$ cat config.mk
export PLATFORM = sky130hd
export DESIGN_NAME = pt2262_encoder
export DESIGN_NICKNAME = d
export VERILOG_FILES = /design/src/rtl/pt2262_encoder.sv
export SDC_FILE = /design/constraint.sdc
export NUM_CORES = 1
export LEC_CHECK = 0
export BUFFER_PORTS_ARGS = -buffer_cell sky130_fd_sc_hd__buf_2
export CORE_MARGIN = 2
export CORE_UTILIZATION = 45
export CTS_BUF_LIST = sky130_fd_sc_hd__clkbuf_2
export DETAILED_ROUTE_END_ITERATION = 10
export PLACE_DENSITY_LB_ADDON = 0.08
export SLEW_MARGIN = 20
export SYNTH_ARGS = -nofsm -noshare
export SYNTH_HDL_FRONTEND = slang
export SYNTH_SLANG_ARGS = --single-unit
$ cat constraint.sdc
create_clock -name osc_clk -period 3.6 [get_ports osc_clk]
set_input_delay 0.54 -clock osc_clk [delete_from_list [all_inputs] [get_ports osc_clk]]
set_output_delay 0.54 -clock osc_clk [all_outputs]
set_load 0.01 [all_outputs]
$ cat src/rtl/pt2262_encoder.sv
// PT2262-compatible trinary serial encoder: 12 code symbols + sync per 512-cycle frame.
// Define PT2262_MIN_FRAMES_EN to force every burst to at least MIN_FRAMES frames.
module pt2262_encoder #(
    parameter int MIN_FRAMES = 4
) (
    input  logic        osc_clk,
    input  logic        reset,
    input  logic        te,
    input  logic [15:0] addr_i,
    input  logic [3:0]  data_i,
    output logic        cod_o,
    output logic        busy,
    output logic        frame_done
);

    typedef enum logic [1:0] {S_IDLE, S_BIT, S_SYNC} state_e;

    localparam logic [1:0] SYM_0 = 2'd0;
    localparam logic [1:0] SYM_1 = 2'd1;
    localparam logic [1:0] SYM_F = 2'd2;

    if (MIN_FRAMES < 1 || MIN_FRAMES > 255) begin : g_bad_min_frames
        $error("pt2262_encoder: MIN_FRAMES must be 1..255");
    end

    state_e           state_q, state_d;
    logic [3:0]       bit_idx_q, bit_idx_d;
    logic [6:0]       cnt_q, cnt_d;
    logic [11:0][1:0] frame_q, frame_d;
    logic             cod_q, cod_d;
    logic             busy_q, busy_d;
    logic             last_c, start_c, cont_c;

    // Symbol order on the wire: pins 0..7, then data[3]..data[0].
    function automatic logic [11:0][1:0] pack_frame(input logic [15:0] a, input logic [3:0] d);
        logic [11:0][1:0] f;
        for (int k = 0; k < 8; k++) begin
            case (a[2*k +: 2])
                2'b00:   f[k] = SYM_0;
                2'b11:   f[k] = SYM_1;
                default: f[k] = SYM_F;
            endcase
        end
        for (int j = 0; j < 4; j++) f[8+j] = d[3-j] ? SYM_1 : SYM_0;
        return f;
    endfunction

    function automatic logic wave(input state_e st, input logic [6:0] c, input logic [1:0] sym);
        logic [6:0] hi_a, hi_b;
        logic       w;
        hi_a = (sym == SYM_1) ? 7'd12 : 7'd4;
        hi_b = (sym == SYM_0) ? 7'd20 : 7'd28;
        case (st)
            S_BIT:   w = (c < hi_a) || ((c >= 7'd16) && (c < hi_b));
            S_SYNC:  w = (c < 7'd4);
            default: w = 1'b0;
        endcase
        return w;
    endfunction

    assign last_c = (state_q == S_SYNC) && (cnt_q == 7'd127);

`ifdef PT2262_MIN_FRAMES_EN
    logic [7:0] frames_q, frames_d;

    // Counts completed frames including the one ending this cycle.
    assign cont_c = te || ((int'(frames_q) + 1) < MIN_FRAMES);

    always_comb begin
        frames_d = frames_q;
        if (start_c && (state_q == S_IDLE)) frames_d = '0;
        else if (last_c && (frames_q != 8'hFF)) frames_d = frames_q + 8'd1;
    end

    always_ff @(posedge osc_clk or posedge reset) begin
        if (reset) frames_q <= '0;
        else       frames_q <= frames_d;
    end
`else
    assign cont_c = te;
`endif

    always_comb begin
        state_d   = state_q;
        bit_idx_d = bit_idx_q;
        cnt_d     = cnt_q;
        frame_d   = frame_q;
        start_c   = 1'b0;
        case (state_q)
            S_IDLE: start_c = te;
            S_BIT: begin
                if (cnt_q == 7'd31) begin
                    cnt_d = '0;
                    if (bit_idx_q == 4'd11) state_d = S_SYNC;
                    else                    bit_idx_d = bit_idx_q + 4'd1;
                end else begin
                    cnt_d = cnt_q + 7'd1;
                end
            end
            S_SYNC: begin
                if (last_c) begin
                    cnt_d     = '0;
                    bit_idx_d = '0;
                    if (cont_c) start_c = 1'b1;
                    else        state_d = S_IDLE;
                end else begin
                    cnt_d = cnt_q + 7'd1;
                end
            end
            default: state_d = S_IDLE;
        endcase
        if (start_c) begin
            state_d   = S_BIT;
            bit_idx_d = '0;
            cnt_d     = '0;
            frame_d   = pack_frame(addr_i, data_i);
        end
        // Output is computed from the next state so cod_o is a clean flop.
        cod_d  = wave(state_d, cnt_d, frame_d[bit_idx_d]);
        busy_d = (state_d != S_IDLE);
    end

    always_ff @(posedge osc_clk or posedge reset) begin
        if (reset) begin
            state_q   <= S_IDLE;
            bit_idx_q <= '0;
            cnt_q     <= '0;
            frame_q   <= '0;
            cod_q     <= 1'b0;
            busy_q    <= 1'b0;
        end else begin
            state_q   <= state_d;
            bit_idx_q <= bit_idx_d;
            cnt_q     <= cnt_d;
            frame_q   <= frame_d;
            cod_q     <= cod_d;
            busy_q    <= busy_d;
        end
    end

    assign cod_o      = cod_q;
    assign busy       = busy_q;
    assign frame_done = last_c;

endmodule

# After elaboration in Yosys (flattened, before gate mapping)
# Cells that the tools add are included.
[word_totals]
ff_bits = 39
elab_cells = 90
[op_classes]
n_addsub = 2
magnitude_cmp = 5
eq_ne = 16
n_mux = 36
n_reduce_logical = 14
[ops]
columns = ["cell", "n"]
rows = [
  ["2-bit case mux with 2 select lines", 8],
  ["24-bit two-way mux", 1],
  ["4-bit two-way mux", 6],
  ["7-bit two-way mux", 3],
  ["2-bit == test, second input constant", 10],
  ["2-bit zero test", 10],
  ["7-bit case mux with 2 select lines", 1],
  ["2-bit two-way mux", 6],
  ["2-bit binary-select mux with 4-bit select", 1],
  ["4-bit case mux with 2 select lines", 1],
  ["7-bit by 1-bit adder with 7-bit output, second input constant", 1],
  ["7-bit by 5-bit == test with 1-bit output, second input constant", 1],
  ["7-bit == test, second input constant", 1],
  ["7-bit by 5-bit greater-or-equal comparator with 1-bit output, second input constant", 1],
  ["7-bit by 3-bit < comparator with 1-bit output, second input constant", 1],
  ["7-bit by 4-bit < comparator with 1-bit output", 1],
  ["7-bit by 5-bit < comparator with 1-bit output", 1],
  ["2-bit by 1-bit == test with 1-bit output, second input constant", 3],
  ["1-bit two-way mux", 6],
  ["2-bit case mux with 3 select lines", 1],
  ["4-bit by 5-bit < comparator with 1-bit output, second input constant", 1],
  ["4-bit by 1-bit adder with 4-bit output, second input constant", 1],
  ["4-bit == test, second input constant", 1],
  ["1-bit case mux with 2 select lines", 2],
  ["3 further kinds", 4],
]

# Logic depth before layout (Yosys ltp)
[logic_depth]
ltp_word = 13
mapped_depth = 16
depth_no_buf = 15

# Least setup slack after synthesis
# OpenSTA, ideal clock, no wires.
[synth_timing]
path_kind = "register -> register"
start = "reg cnt_q[0]"
end = "reg cod_q, in the netlist cod_o"
setup_time_ns = 0.122
arrival_time_ns = 3.194
setup_slack_ns = 0.284
path_stages_with_launch = 15
n_path_buf = 0
synth_period_minus_slack_ns = 3.316
path_cell_list = "dfrtp_1 > ha_1 > nand3_4 > o32a_4 > a221oi_2 > mux2_2 > o2111ai_1 > a22oi_1 > a211o_1 > nand2b_1 > ha_1 > nor3b_1 > o21ai_0 > o21ai_0 > o2111a_1"
[synth_via]
elab_chain_cells = 13
elab_cells_between_ends = 34
cone_classes = "1 x add/sub; 4 x order compare; 5 x eq/ne; 20 x mux; 4 x reduce/logical"
[synth_lines]
columns = ["item", "line_no", "rtl"]
rows = [
  ["from (decl)", "28", "logic [6:0] cnt_q, cnt_d;"],
  ["from (signal assigned)", "134", "cnt_q <= cnt_d;"],
  ["7-bit == test", "61", "assign last_c = (state_q == S_SYNC) && (cnt_q == 7'd127);"],
  ["1-bit logical AND", "61", ""],
  ["1-bit two-way mux / 4-bit two-way mux (equally long branches)", "101", "if (last_c) begin"],
  ["1-bit case mux with 2 select lines / 4-bit case mux with 2 select lines (equally long branches)", "89", "case (state_q)"],
  ["24-bit two-way mux / 4-bit two-way mux (equally long branches)", "112", "if (start_c) begin"],
  ["2-bit binary-select mux with 4-bit select", "119", "cod_d = wave(state_d, cnt_d, frame_d[bit_idx_d]);"],
  ["2-bit two-way mux (implied by the code)", "119", ""],
  ["2-bit zero test", "52", "hi_b = (sym == SYM_0) ? 7'd20 : 7'd28;"],
  ["4-bit two-way mux", "52", ""],
  ["7-bit by 5-bit < comparator with 1-bit output", "54", "S_BIT: w = (c < hi_a) || ((c >= 7'd16) && (c < hi_b));"],
  ["1-bit logical AND", "54", ""],
  ["1-bit logical OR", "54", ""],
  ["1-bit case mux with 2 select lines *", "53", "case (st)"],
  ["named net cod_d", "30", "logic cod_q, cod_d;"],
  ["to (signal assigned)", "136", "cod_q <= cod_d;"],
  ["to (decl)", "30", ""],
]
# The timed path passes the listed nets; every way through them passes the cells marked *. The select of a mux whose other input is x is not followed.

# Final worst setup path
[layout_timing]
start = "reg state_q[1]"
end = "reg cod_q, in the netlist cod_o"
[layout_via]
elab_chain_cells = 13
elab_cells_between_ends = 34
cone_classes = "4 x order compare; 5 x eq/ne; 20 x mux; 5 x reduce/logical"
[layout_lines]
columns = ["item", "line_no", "rtl"]
rows = [
  ["from (decl)", "26", "state_e state_q, state_d;"],
  ["from (signal assigned)", "132", "state_q <= state_d;"],
  ["2-bit == test", "61, 89", ""],
  ["1-bit logical AND", "61", ""],
  ["1-bit two-way mux / 4-bit two-way mux (equally long branches)", "101", ""],
  ["1-bit case mux with 2 select lines / 4-bit case mux with 2 select lines (equally long branches)", "89", ""],
  ["24-bit two-way mux / 4-bit two-way mux (equally long branches)", "112", ""],
  ["2-bit binary-select mux with 4-bit select", "119", ""],
  ["2-bit two-way mux (implied by the code)", "119", ""],
  ["2-bit zero test", "52", ""],
  ["4-bit two-way mux", "52", ""],
  ["7-bit by 5-bit < comparator with 1-bit output", "54", ""],
  ["1-bit logical AND", "54", ""],
  ["1-bit logical OR", "54", ""],
  ["1-bit case mux with 2 select lines *", "53", ""],
  ["named net cod_d", "30", ""],
]
# Marked as above.

==> metrics <==
initial drt markers about 100; type of origin of the critical path register; Synth Cell Area 2470 um^2; CTS sink cnt 39; setup TNS 0 ps; transition time of the tightest slew-check pin 881 ps; RSZ-0062 raised after global routing false; Post-synth EDFFs 0; Hold Crit Class in -> async; Post-Synthesis Cells 270; 1st-pass router iterations 4; Slew HR around two fifths; clock root cell clkbuf_2; Final #Nets around 350; max frequency just under 300 MHz; initial antenna violation count 0; post-synthesis async set-or-reset flop share 100%; Hold-fix buffers, CTS 0; Layout area overhead 16.4%; Core Area around 5200 um^2; Worst-Skew Late Latency roughly 400 ps; clock-pin slew on the worst setup and hold paths 210 ps; Port-buffer cells 25; switching part of the total 38.7%; Main synth FF type dfrtp_1; Avg WL per Cell 14.3 um; ANT cells 0; final WL 5500 um; global-route wire length before repair 9680 um; count leader, synth nand2_1; Synth area leaders dfrtp_1, nand2_1, ha_1; number of routed nets with antenna violations 0; Yosys reg bits 39; synth unique cells 58; pwr dens 533 nW/um^2; fin crit period 3440 ps; H-Tree Depth 2; post-route cell area 2870 um^2; Arrival @ worst endpoint between 3000 and 4000 ps; Max VDD drop 0.000281 V; reg-to-reg startpoint state_q[1]; initial core utilization 47.5%; vias in the first global route about 2.0k; DR vias 2029; Top Ports 26; Synth area leader dfrtp_1; gr ovfl total 0; # DRC 0; NetSw 0.593 mW; Slew Viols, Final 0; layout cells sized above 1 25.9%; count of final setup violators 0; power share of the clock group between 10% and 20%; MaxCap Viol Count 0; Total GRT Usage 20.0%; Die Width 78.1 um; worst-path fanout max 5; die span in y about 78 um; final hold violations 0; Placed Area ~2800 um^2; TritonCTS Buffers 5; Worst Setup End Kind register; Post-Syn Nets 312; GP Congestion 0.874; power share of the combinational group 45.6%; CP startpoint state_q[1]; Synth warnings 0; Commonest cells post-synth nand2_1, dfrtp_1, ha_1; clock tree buffer depth 2; final worst setup slack 165 ps; DP HPWL 4210 um; outcome completed; period utilisation layout 95.4%; largest net degree at the start of global routing 23; drt via density roughly 5.3; Final Skew around 17 ps; Yosys top cell area share 39.5%; Pleak 1.45 nW; WP data required around 3900 ps; Pint 0.940 mW; syn avg cell area 9.15 um^2; row count 26; pre-CTS setup slack 22.2 ps; sequential power share 41.4%; Crit Path Class reg -> reg; post-synthesis sequential area ratio 39.5%; Die Footprint slightly above 6000 um^2; number of fillers in the final layout between 500 and 600; CTS tree done
## sequential cells by signal (all words and copies together) (netlist names)
register	count
frame_q	24
cod_o	1
state_q	2
cnt_q	7
busy	1
bit_idx_q	4
## cells by family after synthesis
group	share of synthesized area, %
flip-flops	39.5
buffers and inverters	4.10
adder cells (fa/ha/maj)	9.63
AND/OR/NAND/NOR	24.8
AO/OA/AOI/OAI	16.9
XOR/XNOR	0.355
multiplexers	4.71
## cell usage in the layout, fill, tap and decap left out, types with 6 or more instances in the layout
cell type and count:
and2_1 6, dfrtp_1 39, mux2i_1 6, buf_4 23, o21ai_0 12, a21oi_1 6, nor2_1 14, nand2_1 66
clkbuf_2 6, ha_1 17, inv_1 8, buf_2 25
## power groups by stage
| stage | clock [mW] | combinational (mW) | sequential, mW |
|---|---|---|---|
| floorplan | 0 | 0.449 | 0.626 |
| global placement | 0 | 0.648 | 0.643 |
| detailed placement | 0 | 0.656 | 0.646 |
| CTS | 0.210 | 0.662 | 0.635 |
| global route | 0.225 | 0.792 | 0.655 |
| finish | 0.200 | 0.699 | 0.634 |
## worst max-delay path, cell delays in order, from the launching register on
cell and delay (ps):
dfrtp_1 460, inv_2 80, ha_4 290, nand2_1 60
o32a_4 350, a221oi_4 300, mux2_4 320, o2111ai_1 170
a22oi_1 90, a211o_1 240, nand2b_1 150, ha_1 270
nor3b_1 190, o21ai_0 90, o21ai_1 110, o2111a_1 190
## per-stage QoR
step	hold slack, ps	cells	utilization [%]	power (mW)
after floorplan	432	270	-	1.08
after global placement	447	371	53.1	1.29
after detailed placement	461	371	53.1	1.30
after CTS	300	379	53.9	1.51
after global routing	304	383	55.2	1.67
final	277	383	55.2	1.53
## worst paths after layout
kind,end,slack [ps],depth (start not counted)
max in group asynchronous,cod_o,2540,3
min in group osc_clk,frame_q[20],320,3
setup / recovery,cod_o,160,15
hold reg to reg,frame_q[0],500,2
hold / removal,cnt_q[5],280,2
setup reg to reg,cod_o,160,15
## layout make-up
| class | count | area, um^2 | share of cell area, % |
|---|---|---|---|
| well taps | 70 | 87.6 | 3.05 |
| repair buffers | 48 | 298 | 10.4 |
| flip-flops and latches | 39 | 976 | 34.0 |
| inverters | 10 | 37.5 | 1.31 |
| clock buffers | 6 | 30.0 | 1.04 |
| multi-input cells | 208 | 1430 | 49.8 |
| clock inverters | 2 | 12.5 | 0.435 |
## metal layers
metal | up-vias | track usage (%) | wire length [um]
met5 | - | 0 | 0
met4 | 0 | 4.74 | 54
met3 | 6 | 3.45 | 258
met2 | 42 | 29.4 | 2360
met1 | 951 | 30.7 | 2820
li1 | 1030 | - | -
## timing repair
item,in CTS,in global routing
resized for setup,1,10
setup endpoints to repair,1,1
buffers inserted,0,4
pin swaps,0,3
Note: power is estimated with default switching activity, not from simulation.
